**config.mk**
```make
export PLATFORM = sky130hd
export DESIGN_NAME = fifo_sr_mf
export DESIGN_NICKNAME = d
export VERILOG_FILES = /design/src/rtl/fifo_pkg.sv /design/src/rtl/fifo_sr_lane.sv /design/src/rtl/fifo_sr_mf.sv
export SDC_FILE = /design/constraint.sdc
export NUM_CORES = 1
export LEC_CHECK = 0
export ABC_AREA = 1
export BUFFER_PORTS_ARGS = -buffer_cell sky130_fd_sc_hd__buf_2
export CORE_MARGIN = 2
export CORE_UTILIZATION = 30
export CTS_CLUSTER_SIZE = 12
export DETAILED_ROUTE_END_ITERATION = 10
export PLACE_DENSITY_LB_ADDON = 0.2
export SLEW_MARGIN = 20
export SYNTH_ARGS = -nofsm -noshare
export SYNTH_HDL_FRONTEND = slang
export SYNTH_SLANG_ARGS = --single-unit
```
**constraint.sdc**
```tcl
create_clock -name clk -period 2.15 [get_ports clk]
set_clock_uncertainty 0.1 [all_clocks]
set_input_delay 0.5375 -clock clk [delete_from_list [all_inputs] [get_ports clk]]
set_output_delay 0.5375 -clock clk [all_outputs]
set_load 0.05 [all_outputs]
```
**src/rtl/fifo_pkg.sv**
```systemverilog
// Shared definitions for the multi-lane shift-register FIFO: width helpers and
// bit positions inside the sticky error vector.
package fifo_pkg;

    localparam int ERR_OVERFLOW  = 0;
    localparam int ERR_UNDERFLOW = 1;
    localparam int ERR_BAD_TAG   = 2;

    // A single lane still needs one tag bit so din keeps a well-formed layout.
    function automatic int tag_width(input int flux);
        return (flux <= 1) ? 1 : $clog2(flux);
    endfunction

    function automatic int cnt_width(input int depth);
        return $clog2(depth + 1);
    endfunction

endpackage

```
**src/rtl/fifo_sr_lane.sv**
```systemverilog
// One flux lane: a shift-register FIFO with its head word always in slot 0,
// so the head is visible on dout without any read latency.
module fifo_sr_lane
    import fifo_pkg::*;
#(
    parameter int DATA_WIDTH = 32,
    parameter int DEPTH      = 8,
    parameter int AF_LEVEL   = DEPTH - 1
) (
    input  logic                          clk,
    input  logic                          rst,
    input  logic                          wr,
    input  logic [DATA_WIDTH-1:0]         data,
    input  logic                          rd,
    input  logic                          flush,
    output logic [DATA_WIDTH-1:0]         dout,
    output logic [cnt_width(DEPTH)-1:0]   count,
    output logic                          full,
    output logic                          empty,
    output logic                          almost_full
);

    localparam int CNT_W = cnt_width(DEPTH);
    localparam logic [CNT_W-1:0] DEPTH_C = CNT_W'(DEPTH);
    localparam logic [CNT_W-1:0] AF_C    = CNT_W'(AF_LEVEL);

    logic [DATA_WIDTH-1:0] mem [DEPTH];
    logic                  pop;
    logic                  push;
    logic                  shift;
    logic [CNT_W-1:0]      wr_idx;
    logic [CNT_W-1:0]      count_next;

    assign full        = (count == DEPTH_C);
    assign empty       = (count == '0);
    assign almost_full = (count >= AF_C);
    assign dout        = mem[0];

    // A full lane only takes a write when the same edge frees a slot.
    assign pop    = rd && !empty && !flush;
    assign push   = wr && !flush && (!full || pop);
    // Popping the last word leaves slot 0 alone so dout holds its last value.
    assign shift  = pop && (count > CNT_W'(1));
    assign wr_idx = pop ? (count - CNT_W'(1)) : count;

    always_comb begin
        count_next = count;
        case ({push, pop})
            2'b10:   count_next = count + CNT_W'(1);
            2'b01:   count_next = count - CNT_W'(1);
            default: count_next = count;
        endcase
    end

    always_ff @(posedge clk or negedge rst) begin
        if (!rst) begin
            for (int j = 0; j < DEPTH; j++) mem[j] <= '0;
            count <= '0;
        end else if (flush) begin
            count <= '0;
        end else begin
            for (int j = 0; j < DEPTH - 1; j++) begin
                if (shift) mem[j] <= mem[j+1];
            end
            for (int j = 0; j < DEPTH; j++) begin
                if (push && (CNT_W'(j) == wr_idx)) mem[j] <= data;
            end
            count <= count_next;
        end
    end

endmodule

```
**src/rtl/fifo_sr_mf.sv**
```systemverilog
// Multi-flux FIFO: routes each write to the lane named by its tag and keeps
// sticky error flags for bad tags, underflows and overflows.
module fifo_sr_mf
    import fifo_pkg::*;
#(
    parameter int DATA_WIDTH = 32,
    parameter int DEPTH      = 8,
    parameter int FLUX       = 2,
    parameter int AF_LEVEL   = DEPTH - 1
) (
    input  logic                                  clk,
    input  logic                                  rst,
    input  logic [DATA_WIDTH+tag_width(FLUX)-1:0] din,
    input  logic                                  write,
    output logic [FLUX-1:0]                       full,
    output logic [FLUX-1:0]                       almost_full,
    output logic [FLUX*DATA_WIDTH-1:0]            dout,
    input  logic [FLUX-1:0]                       read,
    output logic [FLUX-1:0]                       empty,
    output logic [FLUX*cnt_width(DEPTH)-1:0]      count,
    input  logic [FLUX-1:0]                       flush,
    output logic [2:0]                            err
);

    localparam int TAG_W = tag_width(FLUX);
    localparam int CNT_W = cnt_width(DEPTH);
    localparam logic [TAG_W:0] FLUX_L = (TAG_W + 1)'(FLUX);

    logic [TAG_W-1:0] tag;
    logic             tag_ok;
    logic             bad_tag;
    logic [FLUX-1:0]  lane_wr;
    logic [FLUX-1:0]  underflow;
    logic [FLUX-1:0]  overflow;

    assign tag     = din[DATA_WIDTH +: TAG_W];
    assign tag_ok  = ({1'b0, tag} < FLUX_L);
    assign bad_tag = write && !tag_ok;

    for (genvar i = 0; i < FLUX; i++) begin : g_lane
        assign lane_wr[i] = write && tag_ok && (tag == TAG_W'(i));
        // A flushed lane swallows its write/read silently, so flush masks both errors.
        assign underflow[i] = read[i] && empty[i] && !flush[i];
        assign overflow[i]  = lane_wr[i] && full[i] && !read[i] && !flush[i];

        fifo_sr_lane #(
            .DATA_WIDTH (DATA_WIDTH),
            .DEPTH      (DEPTH),
            .AF_LEVEL   (AF_LEVEL)
        ) u_lane (
            .clk         (clk),
            .rst         (rst),
            .wr          (lane_wr[i]),
            .data        (din[DATA_WIDTH-1:0]),
            .rd          (read[i]),
            .flush       (flush[i]),
            .dout        (dout[i*DATA_WIDTH +: DATA_WIDTH]),
            .count       (count[i*CNT_W +: CNT_W]),
            .full        (full[i]),
            .empty       (empty[i]),
            .almost_full (almost_full[i])
        );
    end

    always_ff @(posedge clk or negedge rst) begin
        if (!rst) begin
            err <= '0;
        end else begin
            err[ERR_BAD_TAG]   <= err[ERR_BAD_TAG]   | bad_tag;
            err[ERR_UNDERFLOW] <= err[ERR_UNDERFLOW] | (|underflow);
            err[ERR_OVERFLOW]  <= err[ERR_OVERFLOW]  | (|overflow);
        end
    end

endmodule

```
=== Yosys cells after proc, flatten, opt, wreduce, memory -nomap -nowiden ===
Index checks and enable logic that the tools add are counted.

* Flip-flop bits (word level): 522
* Output and inout port bits: 81
* Bits of input ports: 40
* Word-level logic and storage cells: 172

* Equal/unequal tests: 20
* Add/sub/neg operators: 4
* Order comparisons: 4
* Reduce and logical (&&, ||, !) cells: 86
* Muxes and demuxes: 34
* Bitwise logic cells: 5

{| class="wikitable"
|+ Operator list
! operator !! number
|-
| $mux 32 || 28
|-
| $logic_and 1x1->1 || 38
|-
| $eq 3x4->1 const A || 8
|-
| $reduce_and 2->1 || 16
|-
| $reduce_bool 2->1 || 14
|-
| $eq 2x4->1 const A || 4
|-
| $logic_not 4->1 || 4
|-
| $mux 4 || 4
|-
| $pmux 4 s2 || 2
|-
| $add 4x1->4 const B || 2
|-
| $eq 1x4->1 const A || 2
|-
| $eq 4x4->1 const B || 2
|-
| $ge 4x3->1 const B || 2
|-
| $gt 4x1->1 const B || 2
|-
| $logic_not 1->1 || 8
|-
| $sub 4x1->4 const B || 2
|-
| $reduce_bool 3->1 || 2
|-
| $eq 2x1->1 const B || 2
|-
| $eq 2x2->1 const B || 2
|-
| $reduce_or 2->1 || 2
|-
| $not 1->1 || 3
|-
| $logic_or 1x1->1 || 2
|-
| $or 1x1->1 || 2
|}

=== Depth between registers and ports, before layout ===
* Depth after elaboration: 9
* Mapped depth: 14
* Depth with buffers taken out: 12

=== By module ===
A second synthesis with hierarchy kept.

* Cell total of the unflattened synthesis: 3,971
* Area, all modules: 28,542.4 um^2

{| class="wikitable"
|+ By module, submodules not included
! module !! area an instance (um^2) !! cells each !! seq. area each (um^2) !! times used
|-
| fifo_sr_lane || 14,199.9 || 1,976 || 6,506.2 || 2
|-
| fifo_sr_mf || 142.6 || 19 || 50.0 || 1
|}

=== Worst setup path after synthesis ===
Ideal clock, no wire load.

* Path kind: register to register
* Start: reg g_lane[0].u_lane.count[0]
* End: reg g_lane[0].u_lane.mem[163] in the netlist's numbering
* Library setup time: 0.117 ns
* Data required time: 1.933 ns
* Path buffers: 2
* Period minus slack after synthesis: 2.526 ns
* Data arrival time: 2.309 ns
* Cell stages (with the launch flop): 13
* Slack: -0.376 ns
* Path through: dfrtp_1 > inv_1 > ha_1 > nand2_1 > nor2_1 > nor2_1 > nand2_1 > nor2_1 > buf_2 > buf_2 > nand3_1 > nand3_1 > nand2_1

* Cells in the longest elaborated chain, start to end: 9
* Elaborated cells on any way between the ends: 17
* Classes of those cells: add/sub (1); order compare (1); eq/ne (2); mux (2); reduce/logical (11)

{| class="wikitable"
|+ RTL lines
! element !! RTL line !! text
|-
| start: declaration || fifo_sr_lane.sv:17 || <nowiki>output logic [cnt_width(DEPTH)-1:0] count,</nowiki>
|-
| start signal: assignment || fifo_sr_lane.sv:68 || <nowiki>count <= count_next;</nowiki>
|-
| parallel branches: the longest is 9 deep, another holds $sub 4x1->4 || -- ||
|-
| end signal: indexed assignment || fifo_sr_lane.sv:63 || <nowiki>if (shift) mem[j] <= mem[j+1];</nowiki>
|-
| end signal: indexed assignment || fifo_sr_lane.sv:66 || <nowiki>if (push && (CNT_W'(j) == wr_idx)) mem[j] <= data;</nowiki>
|-
| end: declaration || fifo_sr_lane.sv:27 || <nowiki>logic [DATA_WIDTH-1:0] mem [DEPTH];</nowiki>
|}

Several ways; the timed one is not identified.
A chain may end at the register's enable or synchronous reset.

=== Final worst setup path ===
* Start: reg g_lane[0].u_lane.count[0]
* End: reg g_lane[0].u_lane.mem[165] in the netlist's numbering

The elaborated chain is that of the path after synthesis.

==> flow_summary.json <==
{
  "synthArstFlopShare": 1.00,
  "cts_sinks": 522,
  "drtIter0Drc": 2192,
  "setup_slack_ns": -0.213,
  "synth_top_area_frac": 0.455,
  "die-area_sq_mm": 0.0982,
  "yosysUniqueCellTypes": 28,
  "total_power_mw": 46.5,
  "synth_xor_area_frac": 0.00122,
  "timing.final.hold_violations": 0,
  "min_period_ns": 2.36,
  "port_buffers": 119,
  "worst_path_most_repeated_cell": "nand2_8",
  "cts_tree": "done",
  "crit_path_top_delay_cell": "dfrtp_2",
  "synth.mux.area_fraction": 0,
  "criticalPathCategory": "reg2reg",
  "start_util": 0.303,
  "grt_pass1_wl_um": 144000,
  "synth_top_family_by_area": "simple AND/OR/NAND/NOR gates",
  "synthFlopType": "dfrtp_1",
  "ys_top_cells_by_area": "dfrtp_1 46%, nand3_1 24%, nand2_1 14%, inv_1 6.5%, buf_2 3.3%",
  "synth_area_leader_cell": "dfrtp_1",
  "critPathMaxFanout": 8,
  "core-area_sq_mm": 0.0949,
  "p_leak_nw": 20.1,
  "synth_nets": 4013,
  "die_h_um": 313,
  "critPathArrivalTime_ns": 2.84,
  "ctsLongestPathBuffers": 3,
  "rsz0062_at_grt": "true",
  "finish.net_count": 4169,
  "vias": 27100,
  "gr-total-overflow": 0,
  "drive_gt1_frac": 0.204,
  "synth_edf_count": 0,
  "cts_max_level": 2,
  "cts_root_buffer": "clkbuf_16",
  "synthAdderAreaFrac": 0.00262,
  "gp_congestion": 0.788,
  "finalMaxSlewViolations": 0,
  "max_freq_mhz": 423,
  "ant_nets": 0,
  "cts_inserted_buffers": 60,
  "num_io_pins": 121,
  "peakVddDrop_mv": 0.689,
  "period_share": 1.10,
  "drt-wirelength-per-cell_um": 17.3,
  "syn_area_sq_mm": 0.0287,
  "crit_chain": "inv_2, ha_4, buf_6, nand2_8, nand2_8, inv_6, nand2_4, nand2_4, nor2_4, buf_12, buf_12, nand2_8, nand2_8, clkbuf_16, nand3_2, nand2_1",
  "required_ns": 2.62,
  "synth_seq_area_share": 0.455,
  "status": "finished with violations",
  "via_per_inst": 4.99,
  "ys_warn_count": 0,
  "setup_viol": 517,
  "first_pass_iters": 6,
  "yosys.area_share.simple": 0.384,
  "crit_path_start_kind": "flip-flop",
  "chipWidth_um": 313,
  "worst_path_largest_cell_delay_ns": 0.42,
  "max-cap-violations": 0,
  "synth-compound-area-share": 0.0143,
  "area_delta_synth_final_pct": 31.3,
  "endpoint_kind": "flip-flop",
  "track_usage": 0.178,
  "routed_wl_um": 94200,
  "fill_cells": 9762,
  "grt_max_degree": 77,
  "rows": 113,
  "diodes": 0,
  "utilization": 0.397,
  "clkTransAtPathRegs_ns": 0.06,
  "ys_ff_latch": 522,
  "synth.avg_cell_area_sq_um": 7.24,
  "min_path_type": "in2reg",
  "drc_errors": 0,
  "dp.final_hpwl_um": 55700,
  "antenna_found_initial": 0,
  "violations": "setup timing",
  "clock_latency_ns": 0.65,
  "grt_pass1_vias": 25800,
  "p_per_area_mw_per_mm2": 1230,
  "synth_cells": 3967
}
## layout by cell type, fill, tap and decap left out, types with 2 or more instances in the layout
cell and n:
nand3_1 1249, nand2_1 965, dfrtp_1 515, inv_1 488, buf_4 151, buf_12 115, buf_2 112, nand3_2 107
clkbuf_16 91, o21ai_0 56, buf_6 47, nand2_2 38, nand2_4 37, buf_16 24, clkbuf_8 19, o21ai_1 17
nand2_8 15, buf_8 15, nor2_4 14, clkbuf_1 12, nand3_4 11, inv_2 11, clkinv_2 11, dfrtp_2 7
nor2_2 4, nor2_1 3, a21oi_1 3, inv_4 3, inv_6 3, ha_1 3, or2_2 2, o21ai_4 2
xor2_1 2, ha_4 2, bufinv_16 2, bufbuf_16 2
## final timing paths
kind / cells after the start / startpoint / end / slack (ns)
min in group asynchronous: 2 / rst / g_lane[0].u_lane.dout[8] / 0.27
worst max-delay path: 16 / g_lane[0].u_lane.count[0] / g_lane[0].u_lane.mem[165] / -0.21
max in group asynchronous: 4 / rst / g_lane[1].u_lane.mem[217] / 0.91
worst max register to register: 16 / g_lane[0].u_lane.count[0] / g_lane[0].u_lane.mem[165] / -0.21
worst min-delay path: 3 / read[0] / err[0] / 0.08
worst min register to register: 2 / err[0] / err[0] / 0.38
## area by class of cell
type | count | area (sq um) | share of cell area
flip-flops and latches | 522 | 13100 | 0.347
repair buffers | 497 | 6240 | 0.165
multi-input cells | 2539 | 12900 | 0.343
clock buffers | 92 | 1830 | 0.0486
inverters | 503 | 1900 | 0.0504
clock inverters | 16 | 140 | 0.00372
well taps | 1265 | 1580 | 0.0420
## metrics by stage
stage	worst slack (ns)	TNS [ns]	hold slack (ns)	instance area [sq um]	cells
CTS	-0.288	-81.00	0.0293	35700	5392
global route	-0.296	-114.67	0.0632	37700	5434
finish	-0.213	-63.58	0.0796	37700	5434
detailed placement	-0.611	-203.17	0.330	31900	5208
floorplan	-0.00262	-0.256	0.142	28800	3967
global placement	-0.596	-192.12	0.338	31900	5208
## registers in the layout, indices dropped and copies added, names as in the netlist
signal,count
g_lane.u_lane.dout,64
g_lane.u_lane.mem,448
err,2
g_lane.u_lane.count,8
## kinds of logic after synthesis
family | count (synthesis)
AO/OA/AOI/OAI | 81
buffers and inverters | 906
AND/OR/NAND/NOR | 2447
other | 1
adder cells (fa/ha/maj) | 6
XOR/XNOR | 4
flip-flops | 522
## metal layers
metal / GRT usage / vias to the layer above / part of all wire
met5: 0 / - / 0
met4: 0.0383 / 0 / 0.014
met3: 0.0211 / 88 / 0.046
met2: 0.293 / 543 / 0.46
met1: 0.250 / 13500 / 0.48
li1: - / 13000 / -
## power breakdown
part           internal, mW  switching, mW
Combinational          8.38           12.1
Sequential             13.5           2.02
Clock                  6.06           4.43
## worst max-delay path, delay by kind of cell (launching register included)
family	cells	cell delay, ns
flops	1	0.42
buf+inv	6	0.73
simple gates	9	0.84
fa+ha+maj	1	0.18
## repair_timing
item / in CTS / in global routing
hold buffers: 1 / 0
endpoints found under the setup margin: 481 / 526
cloned: 29 / 34
hold endpoints to repair: 87 / 0
buffers inserted: 49 / 13
gates resized for setup: 141 / 258
pin swaps: 34 / 107
## synth_stat cells, types with 2 or more instances
cell      instances
a21oi_1           3
buf_1            24
buf_2           191
buf_4           101
buf_6            11
clkbuf_1         76
dfrtp_1         522
ha_1              6
inv_1           494
inv_2             9
nand2_1        1044
nand2_2           9
nand2_4           2
nand3_1        1367
nor2_1           11
nor2_2            4
nor2_4            6
o21ai_0          56
o21ai_1          19
or2_2             2
xor2_1            3
Note: power is estimated with default switching activity, not from simulation.
